### src/rtl/position_one_hot_sequencer.sv
// Binary LED position (0..N_POS-1) shown as a one-hot red LED, binary green LEDs and two
// decimal digits. Position is set from buttons/switches or stepped automatically in sweep mode.
module position_one_hot_sequencer #(
  parameter int SWEEP_TICKS = 50_000_000,
  parameter int N_POS       = 18
) (
  input  logic                  CLOCK_50_I,
  input  logic                  RESET_I,
  input  logic [3:0]            PUSH_BUTTON_N_I,
  input  logic [17:0]           SWITCH_I,
  output logic [N_POS-1:0]      LED_RED_O,
  output logic [8:0]            LED_GREEN_O,
  output logic [7:0][6:0]       SEVEN_SEGMENT_N_O
);

  localparam int             CW      = (SWEEP_TICKS > 1) ? $clog2(SWEEP_TICKS) : 1;
  localparam logic [CW-1:0]  TC      = CW'(SWEEP_TICKS - 1);
  localparam logic [4:0]     POS_MAX = 5'(N_POS - 1);

  typedef enum logic {MANUAL, SWEEP} mode_e;

  function automatic logic [4:0] wrap_inc(input logic [4:0] p);
    return (p == POS_MAX) ? 5'd0 : p + 5'd1;
  endfunction

  function automatic logic [6:0] hex7(input logic [3:0] d);
    // Active-low segments, bit order {g,f,e,d,c,b,a}.
    case (d)
      4'h0: hex7 = 7'h40;  4'h1: hex7 = 7'h79;  4'h2: hex7 = 7'h24;  4'h3: hex7 = 7'h30;
      4'h4: hex7 = 7'h19;  4'h5: hex7 = 7'h12;  4'h6: hex7 = 7'h02;  4'h7: hex7 = 7'h78;
      4'h8: hex7 = 7'h00;  4'h9: hex7 = 7'h10;  4'ha: hex7 = 7'h08;  4'hb: hex7 = 7'h03;
      4'hc: hex7 = 7'h46;  4'hd: hex7 = 7'h21;  4'he: hex7 = 7'h06;  default: hex7 = 7'h0e;
    endcase
  endfunction

  logic [3:0]    btn_meta, btn_sync, btn_prev, press_q;
  logic [4:0]    pos, pos_next;
  mode_e         mode, mode_next;
  logic [CW-1:0] cnt, cnt_next;
  logic          pos_btn;
  logic          tens;
  logic [3:0]    ones;
  logic          unused_sw_hi;

  assign unused_sw_hi = ^SWITCH_I[17:5];

  // Released level is 1, so leaving reset never fabricates a press; a button still held
  // low afterwards does produce one as the synchronizer drains to 0.
  always_ff @(posedge CLOCK_50_I) begin
    // NOTE: sequential state uses non-blocking assignments so every flop samples pre-edge values.
    if (RESET_I) begin
      btn_meta <= 4'hf;
      btn_sync <= 4'hf;
      btn_prev <= 4'hf;
      press_q  <= 4'h0;
      pos      <= 5'd0;
      mode     <= MANUAL;
      cnt      <= '0;
    end else begin
      btn_meta <= PUSH_BUTTON_N_I;
      btn_sync <= btn_meta;
      btn_prev <= btn_sync;
      press_q  <= btn_prev & ~btn_sync;
      pos      <= pos_next;
      mode     <= mode_next;
      cnt      <= cnt_next;
    end
  end

  always_comb begin
    // NOTE: every output of this block gets a default first, so no path can infer a latch.
    pos_next  = pos;
    pos_btn   = 1'b0;
    mode_next = mode;
    cnt_next  = '0;

    // An out-of-range load still wins priority and swallows a coincident inc/dec.
    if (press_q[2]) begin
      if (SWITCH_I[4:0] <= POS_MAX) begin
        pos_next = SWITCH_I[4:0];
        pos_btn  = 1'b1;
      end
    end else if (press_q[0]) begin
      pos_next = wrap_inc(pos);
      pos_btn  = 1'b1;
    end else if (press_q[1]) begin
      pos_next = (pos == 5'd0) ? POS_MAX : pos - 5'd1;
      pos_btn  = 1'b1;
    end

    if (mode == SWEEP && cnt == TC && !pos_btn)
      pos_next = wrap_inc(pos);

    if (press_q[3])
      mode_next = (mode == MANUAL) ? SWEEP : MANUAL;

    // Counter restarts on entry, on wrap, on a button move, and idles at 0 in MANUAL.
    if (mode == SWEEP && mode_next == SWEEP && !pos_btn && cnt != TC)
      cnt_next = cnt + CW'(1);
  end

  assign tens = (pos >= 5'd10);
  assign ones = 4'(tens ? pos - 5'd10 : pos);

  assign LED_RED_O   = {{(N_POS-1){1'b0}}, 1'b1} << pos;
  assign LED_GREEN_O = {3'b000, mode == SWEEP, pos};

  always_comb begin
    SEVEN_SEGMENT_N_O    = '1;
    SEVEN_SEGMENT_N_O[0] = hex7(ones);
    SEVEN_SEGMENT_N_O[1] = hex7({3'b000, tens});
  end

endmodule

### config.mk
export PLATFORM = sky130hd
export DESIGN_NAME = position_one_hot_sequencer
export DESIGN_NICKNAME = d
export VERILOG_FILES = /design/src/rtl/position_one_hot_sequencer.sv
export SDC_FILE = /design/constraint.sdc
export NUM_CORES = 1
export LEC_CHECK = 0
export ABC_CLOCK_PERIOD_IN_PS = 3040
export BUFFER_PORTS_ARGS = -buffer_cell sky130_fd_sc_hd__buf_2
export CORE_ASPECT_RATIO = 1.5
export CORE_MARGIN = 2
export CORE_UTILIZATION = 45
export CTS_CLUSTER_DIAMETER = 120
export CTS_CLUSTER_SIZE = 24
export DETAILED_ROUTE_END_ITERATION = 10
export PLACE_DENSITY_LB_ADDON = 0.1
export SLEW_MARGIN = 10
export SYNTH_ARGS = -nofsm -noshare
export SYNTH_HDL_FRONTEND = slang
export SYNTH_SLANG_ARGS = --single-unit
### constraint.sdc
create_clock -name CLOCK_50_I -period 3.04 [get_ports CLOCK_50_I]
set_clock_uncertainty 0.05 [all_clocks]
set_input_delay 0.608 -clock CLOCK_50_I [delete_from_list [all_inputs] [get_ports CLOCK_50_I]]
set_output_delay 0.608 -clock CLOCK_50_I [all_outputs]
set_load 0.05 [all_outputs]
==> results.md, run 1 <==
- Status: finished, final reports clean
- Commonest cells after routing, fill and taps aside: conb_1, nor2_1, dfxtp_1
- Syn_area_per_cell: 8.67 sq um
- Post-layout nets: 463
- Worst hold path type: flip-flop to flip-flop
- Adder-cell area share of the yosys netlist: 7.02%
- First-pass GRT wire length: 10.3 mm
- WS Path Type: flip-flop to output pin
- Die width: 73.0 microns
- Reg clk slew, reported paths: 0.09 ns
- Largest net degree at the start of global routing: 27
- IO Port Bufs: 45
- CTS tree: built
- Routed Antenna Nets: 0
- Hold_sp: btn_prev[2]$_SDFF_PP1_
- Sequential element share of the synthesized area: 29.9%
- Multiplexer area fraction after synthesis: 2.57%
- Ys async rst share: 0%
- HPWL Detailed: 4.77 mm
- Arrival time worst endpoint: 2.29 ns
- Final instance area: 3620 sq um
- Int Pwr: 1.00 mW
- Placed cell area: 3410 sq um
- Die area: 7840 sq um
- Boundary pin count: 107
- Clock sink count: 48
- # setup viols final: 0
- Slew headroom: 44.9%
- Period utilisation layout: 97.0%
- Largest family of logic cells by synthesized area: simple AND/OR/NAND/NOR gates
- Synth Area in Simple Gates: 26.6%
- Drt first-iter violations: 64
- Synthesized area: 3210 sq um
- RR Startpoint: pos[0]$_SDFFE_PP0P_
- Share of cells above drive strength 1: 30.3%
- Busiest layer in global routing: met2
- XOR/XNOR Fraction of Synth Area: 7.64%
- H-Tree Depth: 2
- Worst EP required: 2.38 ns
- Worst skew pair latency: 0.30 ns
- Fin. max-slew vios: 0
- Die Ht: 107 microns
- Routed wire length: 6.14 mm
- Gate power share: 40.1%
- Fin util: 52.5%
- Starting Density: 46.5%
- Clock Tree Root: clkbuf_8
- Number of global-route vias before repair: 2307
- CP Max Fanout: 6
- Met2 usage: 32.1%
- Fraction of the mapped netlist area in compound gates: 9.04%
- Ys flop type: dfxtp_1
- Sw frac: 40.9%
- M3 GR Usage: 2.72%
- Core Area: 6900 sq um
- Hold depth: 2
- Max-capacitance violation count: 0
- YS warnings: 0
- Library cells used by synthesis: 55
- Post-layout min period: 2.95 ns
- Diode count: 0
- R2R Setup Slk: 0.86 ns
- F_max: 339 MHz
- Max Buffers Root-to-Sink: 2
- WHS Endpoint: press_q[2]$_SDFF_PP0_
- Row cnt: 37
- VDD IR max: 303 uV
- Final Hold Violating Endpoints: 0
- Placer Congestion: 0.804
- CP startpoint kind: flip-flop
- Leakage: 1.52 nW
- Slew @ Worst Pin: 0.821 ns
- Initial antenna violation count: 0
- Worst R2R End: pos[3]$_SDFFE_PP0P_
- Power Density: 467 nW/um^2
- Clock share of power: 21.3%
- # DRC: 0
- Switch Pwr: 692 uW
- Avg WL per Cell: 12.3 microns
- Post-synth EDFFs: 0
- Layout area overhead: 12.8%
- Most common cell after layout, fill and taps aside: conb_1
- TritonCTS Buffers: 5
- CP endpoint kind: output pin
- Cts hold-fix bufs: 0
- Via count: 2456
- Filler Cell Count: 666
- Routed vias/inst: 4.91
- Seq cells post-synth: 48
- Overflow after GRT: 0
- Reg2reg path depth: 8
- Drt first pass iters: 4
- Syn Inst Count: 370
- Tot GR Track Use: 16.6%
- Sequential share of power: 38.6%
- M1 GR Usage: 16.8%
[synth_stat cells (all sizes together), types with 2 or more instances]
master	count	share of area [%]
or3	2	0.39
a221oi	2	0.74
o41ai	2	0.55
and3b	2	0.55
nand2b	8	1.6
a22o	2	0.55
conb	2	0.23
nor4b	2	1.5
o21ai	2	0.31
a211oi	5	1.2
nand3	9	1.4
xnor2	21	5.7
nor2b	6	1.2
a21oi	10	1.6
nor2	55	7.2
o31ai	3	0.86
and2	2	0.43
or2	12	2.3
nor3b	4	0.94
nand2	14	1.9
clkbuf	4	0.47
inv	17	2.0
nand3b	2	0.47
ha	18	7.0
mux2i	6	1.9
nand4	8	1.8
dfxtp	48	30
and3	2	0.39
buf	62	14
xor2	7	1.9
and4	4	1.2
nor3	12	2.2
o22ai	3	0.58
a21boi	2	0.47
[stage by stage]
stage | worst slack (ns) | total power [mW] | hold WS, ns | std cells | setup TNS, ns
after floorplan | 0.00566 | 1.25 | 0.339 | 416 | 0
after global placement | 0.134 | 1.30 | 0.341 | 487 | 0
after detailed placement | 0.0966 | 1.30 | 0.344 | 487 | 0
after CTS | 0.0180 | 1.70 | 0.351 | 497 | 0
after global routing | -0.00410 | 1.78 | 0.365 | 500 | -0.00410
final | 0.0910 | 1.69 | 0.349 | 500 | 0
[final cells by class]
cell class	instances	area, sq um	area share [%]
inverter	17	70.1	1.94
timing repair buffer	64	389	10.7
clock inverter	2	12.5	0.346
sequential	48	972	26.8
multi-input combinational	285	2010	55.4
tap	78	97.6	2.70
clock buffer	6	72.6	2.00
[worst max-delay path: stages (launching register included)]
cell,delay [ns]
dfxtp_4,0.38
inv_2,0.07
ha_4,0.16
o21ai_2,0.06
a21oi_2,0.20
xnor2_2,0.12
buf_4,0.17
ha_1,0.19
mux4_2,0.46
buf_6,0.17
[state kept, by name, summed over array words and instances (netlist names)]
name	cells
cnt	26
pos	5
btn_meta	4
btn_prev	4
btn_sync	4
press_q	4
mode	1
[layer usage]
layer	share of wire [%]	wire length [microns]
met2	56	3450
met5	0	0
met3	3.5	212
met4	2.6	157
met1	38	2320
[what timing repair did]
item / 4_1_cts / 5_1_grt
resized for setup: 18 / 7
setup endpoints to repair: 7 / 7
pin swaps: 1 / 6
setup buffers: 2 / 3
[power groups by stage]
stage	Combinational [mW]	Clock (mW)	Sequential, mW
finish	0.679	0.361	0.653
global route	0.724	0.405	0.655
CTS	0.664	0.380	0.652
detailed placement	0.635	0	0.667
global placement	0.631	0	0.667
floorplan	0.558	0	0.687
[cell families after synthesis]
kind of cell | count (synthesis)
fa+ha+maj | 18
simple gates | 147
compound gates | 37
buf+inv | 83
mux | 7
xor+xnor | 28
other cells | 2
flops | 48
[how the worst max path moves through the flow]
stage / end / from / slack (ns)
finish: SEVEN_SEGMENT_N_O[3] / pos[1]$_SDFFE_PP0P_ / 0.09
global route: SEVEN_SEGMENT_N_O[2] / pos[2]$_SDFFE_PP0P_ / -0.004
CTS: SEVEN_SEGMENT_N_O[3] / pos[0]$_SDFFE_PP0P_ / 0.02
detailed placement: SEVEN_SEGMENT_N_O[4] / pos[0]$_SDFFE_PP0P_ / 0.1
global placement: SEVEN_SEGMENT_N_O[4] / pos[0]$_SDFFE_PP0P_ / 0.13
floorplan: SEVEN_SEGMENT_N_O[3] / pos[2]$_SDFFE_PP0P_ / 0.006
No activity file was read; power rests on OpenSTA's default activity.
==> run 2: changes to the inputs <==
--- a/config.mk
+++ b/config.mk
@@ -14,6 +14,7 @@
 export CTS_CLUSTER_SIZE = 24
 export DETAILED_ROUTE_END_ITERATION = 10
 export PLACE_DENSITY_LB_ADDON = 0.1
+export SETUP_SLACK_MARGIN = 0.1
 export SLEW_MARGIN = 10
 export SYNTH_ARGS = -nofsm -noshare
 export SYNTH_HDL_FRONTEND = slang
==> run 2 against run 1 <==
Critical path depth did not move. Cell count decreased by 0.20%. Via count fell by 1.1%. Combinational power grew 2%. Power up 2.7%. Cell area grew 0.79%. Global-route usage shrank 0.17 points. Hold slack improved by 0.0081 ns. Utilization grew 0.42 points. Largest cell class unchanged.
==> results.md, run 2 (same netlist as run 1, synthesis figures left out) <==
- Via count: 2430
- Hold_sp: btn_meta[0]$_SDFF_PP1_
- Max Buffers Root-to-Sink: 2
- Number of global-route vias before repair: 2302
- Die Ht: 107 microns
- Share of cells above drive strength 1: 31.4%
- Fin Hold WS: 0.357 ns
- Routed Antenna Nets: 0
- Commonest cells after routing, fill and taps aside: conb_1, nor2_1, dfxtp_1
- CP endpoint kind: output pin
- Slew headroom: 42.7%
- Initial antenna violation count: 0
- Starting Density: 46.5%
- First-pass GRT wire length: 10.3 mm
- Most common cell after layout, fill and taps aside: conb_1
- IO Port Bufs: 45
- Routed wire length: 6.14 mm
- Boundary pin count: 107
- Slew @ Worst Pin: 0.854 ns
- Fin. max-slew vios: 0
- Worst EP required: 2.38 ns
- Clock sink count: 48
- Status: finished, final reports clean
- Drt first pass iters: 4
- Max-capacitance violation count: 0
- Fin util: 52.9%
- F_max: 343 MHz
- Die width: 73.0 microns
- Diode count: 0
- Largest net degree at the start of global routing: 27
- H-Tree Depth: 2
- HPWL Detailed: 4.70 mm
- Setup Slack @ Placement: 0.220 ns
- Largest registers: cnt: 26 flops, pos: 5 flops
- RR Startpoint: press_q[2]$_SDFF_PP0_
- Worst skew pair latency: 0.30 ns
- Avg WL per Cell: 12.3 microns
- Clock Tree Root: clkbuf_8
- Reg clk slew, reported paths: 0.09 ns
- Largest register FFs: 26
- CP startpoint kind: flip-flop
- Layout area overhead: 13.7%
- Final Hold Violating Endpoints: 0
- Arrival time worst endpoint: 2.26 ns
- Final Worst Setup Slack: 0.121 ns
- # setup viols final: 0
- Die area: 7840 sq um
- CP Max Fanout: 3
- Post-layout min period: 2.92 ns
- Placer Congestion: 0.786
- Power Density: 477 nW/um^2
- TritonCTS Buffers: 5
- Tot GR Track Use: 16.4%
- Worst hold path type: flip-flop to flip-flop
- # DRC: 0
- RSZ-0062 raised after global routing: yes
- Overflow after GRT: 0
- Total chip power: 1.74 mW
- Core Area: 6900 sq um
- CTS tree: built
- Period utilisation layout: 96.0%
- WS Path Type: flip-flop to output pin
- Row cnt: 37
- CP startpoint: pos[0]$_SDFFE_PP0P_
- Leakage: 1.53 nW
- Top reg by flops: cnt
- Setup TNS: 0 ns
- VDD IR max: 378 uV
- Routed vias/inst: 4.87
- Drt first-iter violations: 61
- Post-layout nets: 462
==> run 2: stage by stage <==
stage          area [sq um]  std cells
2_1_floorplan          3480        416
3_3_place_gp           3420        486
3_5_place_dp           3420        486
4_1_cts                3620        498
5_1_grt                3650        499
6_report               3650        499
==> run 2: worst paths after layout <==
kind | endpoint | slack [ns] | depth (start not counted)
worst min-delay path | btn_sync[0]$_SDFF_PP1_ | 0.36 | 1
worst max register to register | cnt[4]$_SDFF_PP0_ | 0.89 | 3
worst max-delay path | SEVEN_SEGMENT_N_O[3] | 0.12 | 9
worst min register to register | btn_sync[0]$_SDFF_PP1_ | 0.36 | 1
==> run 2: power by group <==
group	total [mW]	switching [mW]	internal, mW
registers	0.656	0.0142	0.642
clock network	0.393	0.206	0.186
logic	0.690	0.481	0.209
==> run 2: layer usage <==
metal  GRT usage [%]  vias to the layer above  share of wire (%)
met3            2.15                       11                3.3
met1            16.6                     1121                 40
met2            32.3                       55                 55
met5               0                        -                  0
li1                -                     1243                  -
met4            6.35                        0                2.0
==> run 2: timing repair <==
item                                    in CTS  in global routing
gates resized for setup                     23                  8
hold buffers                                 0                  0
endpoints found under the setup margin       7                  7
endpoints found under the hold margin        0                  0
pin swaps                                    3                  5
buffers inserted                             4                  1
cloned                                       0                  0
==> run 2: layout make-up <==
type	count	area, sq um
clock buffers	7	86.3
clock inverters	1	8.76
fillers	694	3250
inverters	17	72.6
multi-input cells	285	2010
flip-flops and latches	48	973
well taps	78	97.6
repair buffers	63	398
==> run 2: worst max-delay path, cell delays in order (launching register included) <==
cell and delay [ns]:
dfxtp_4 0.36, inv_4 0.06, ha_4 0.13, inv_2 0.03, o21ai_2 0.11, a21oi_2 0.09, xnor2_2 0.25, ha_1 0.27
mux4_2 0.49, buf_8 0.17
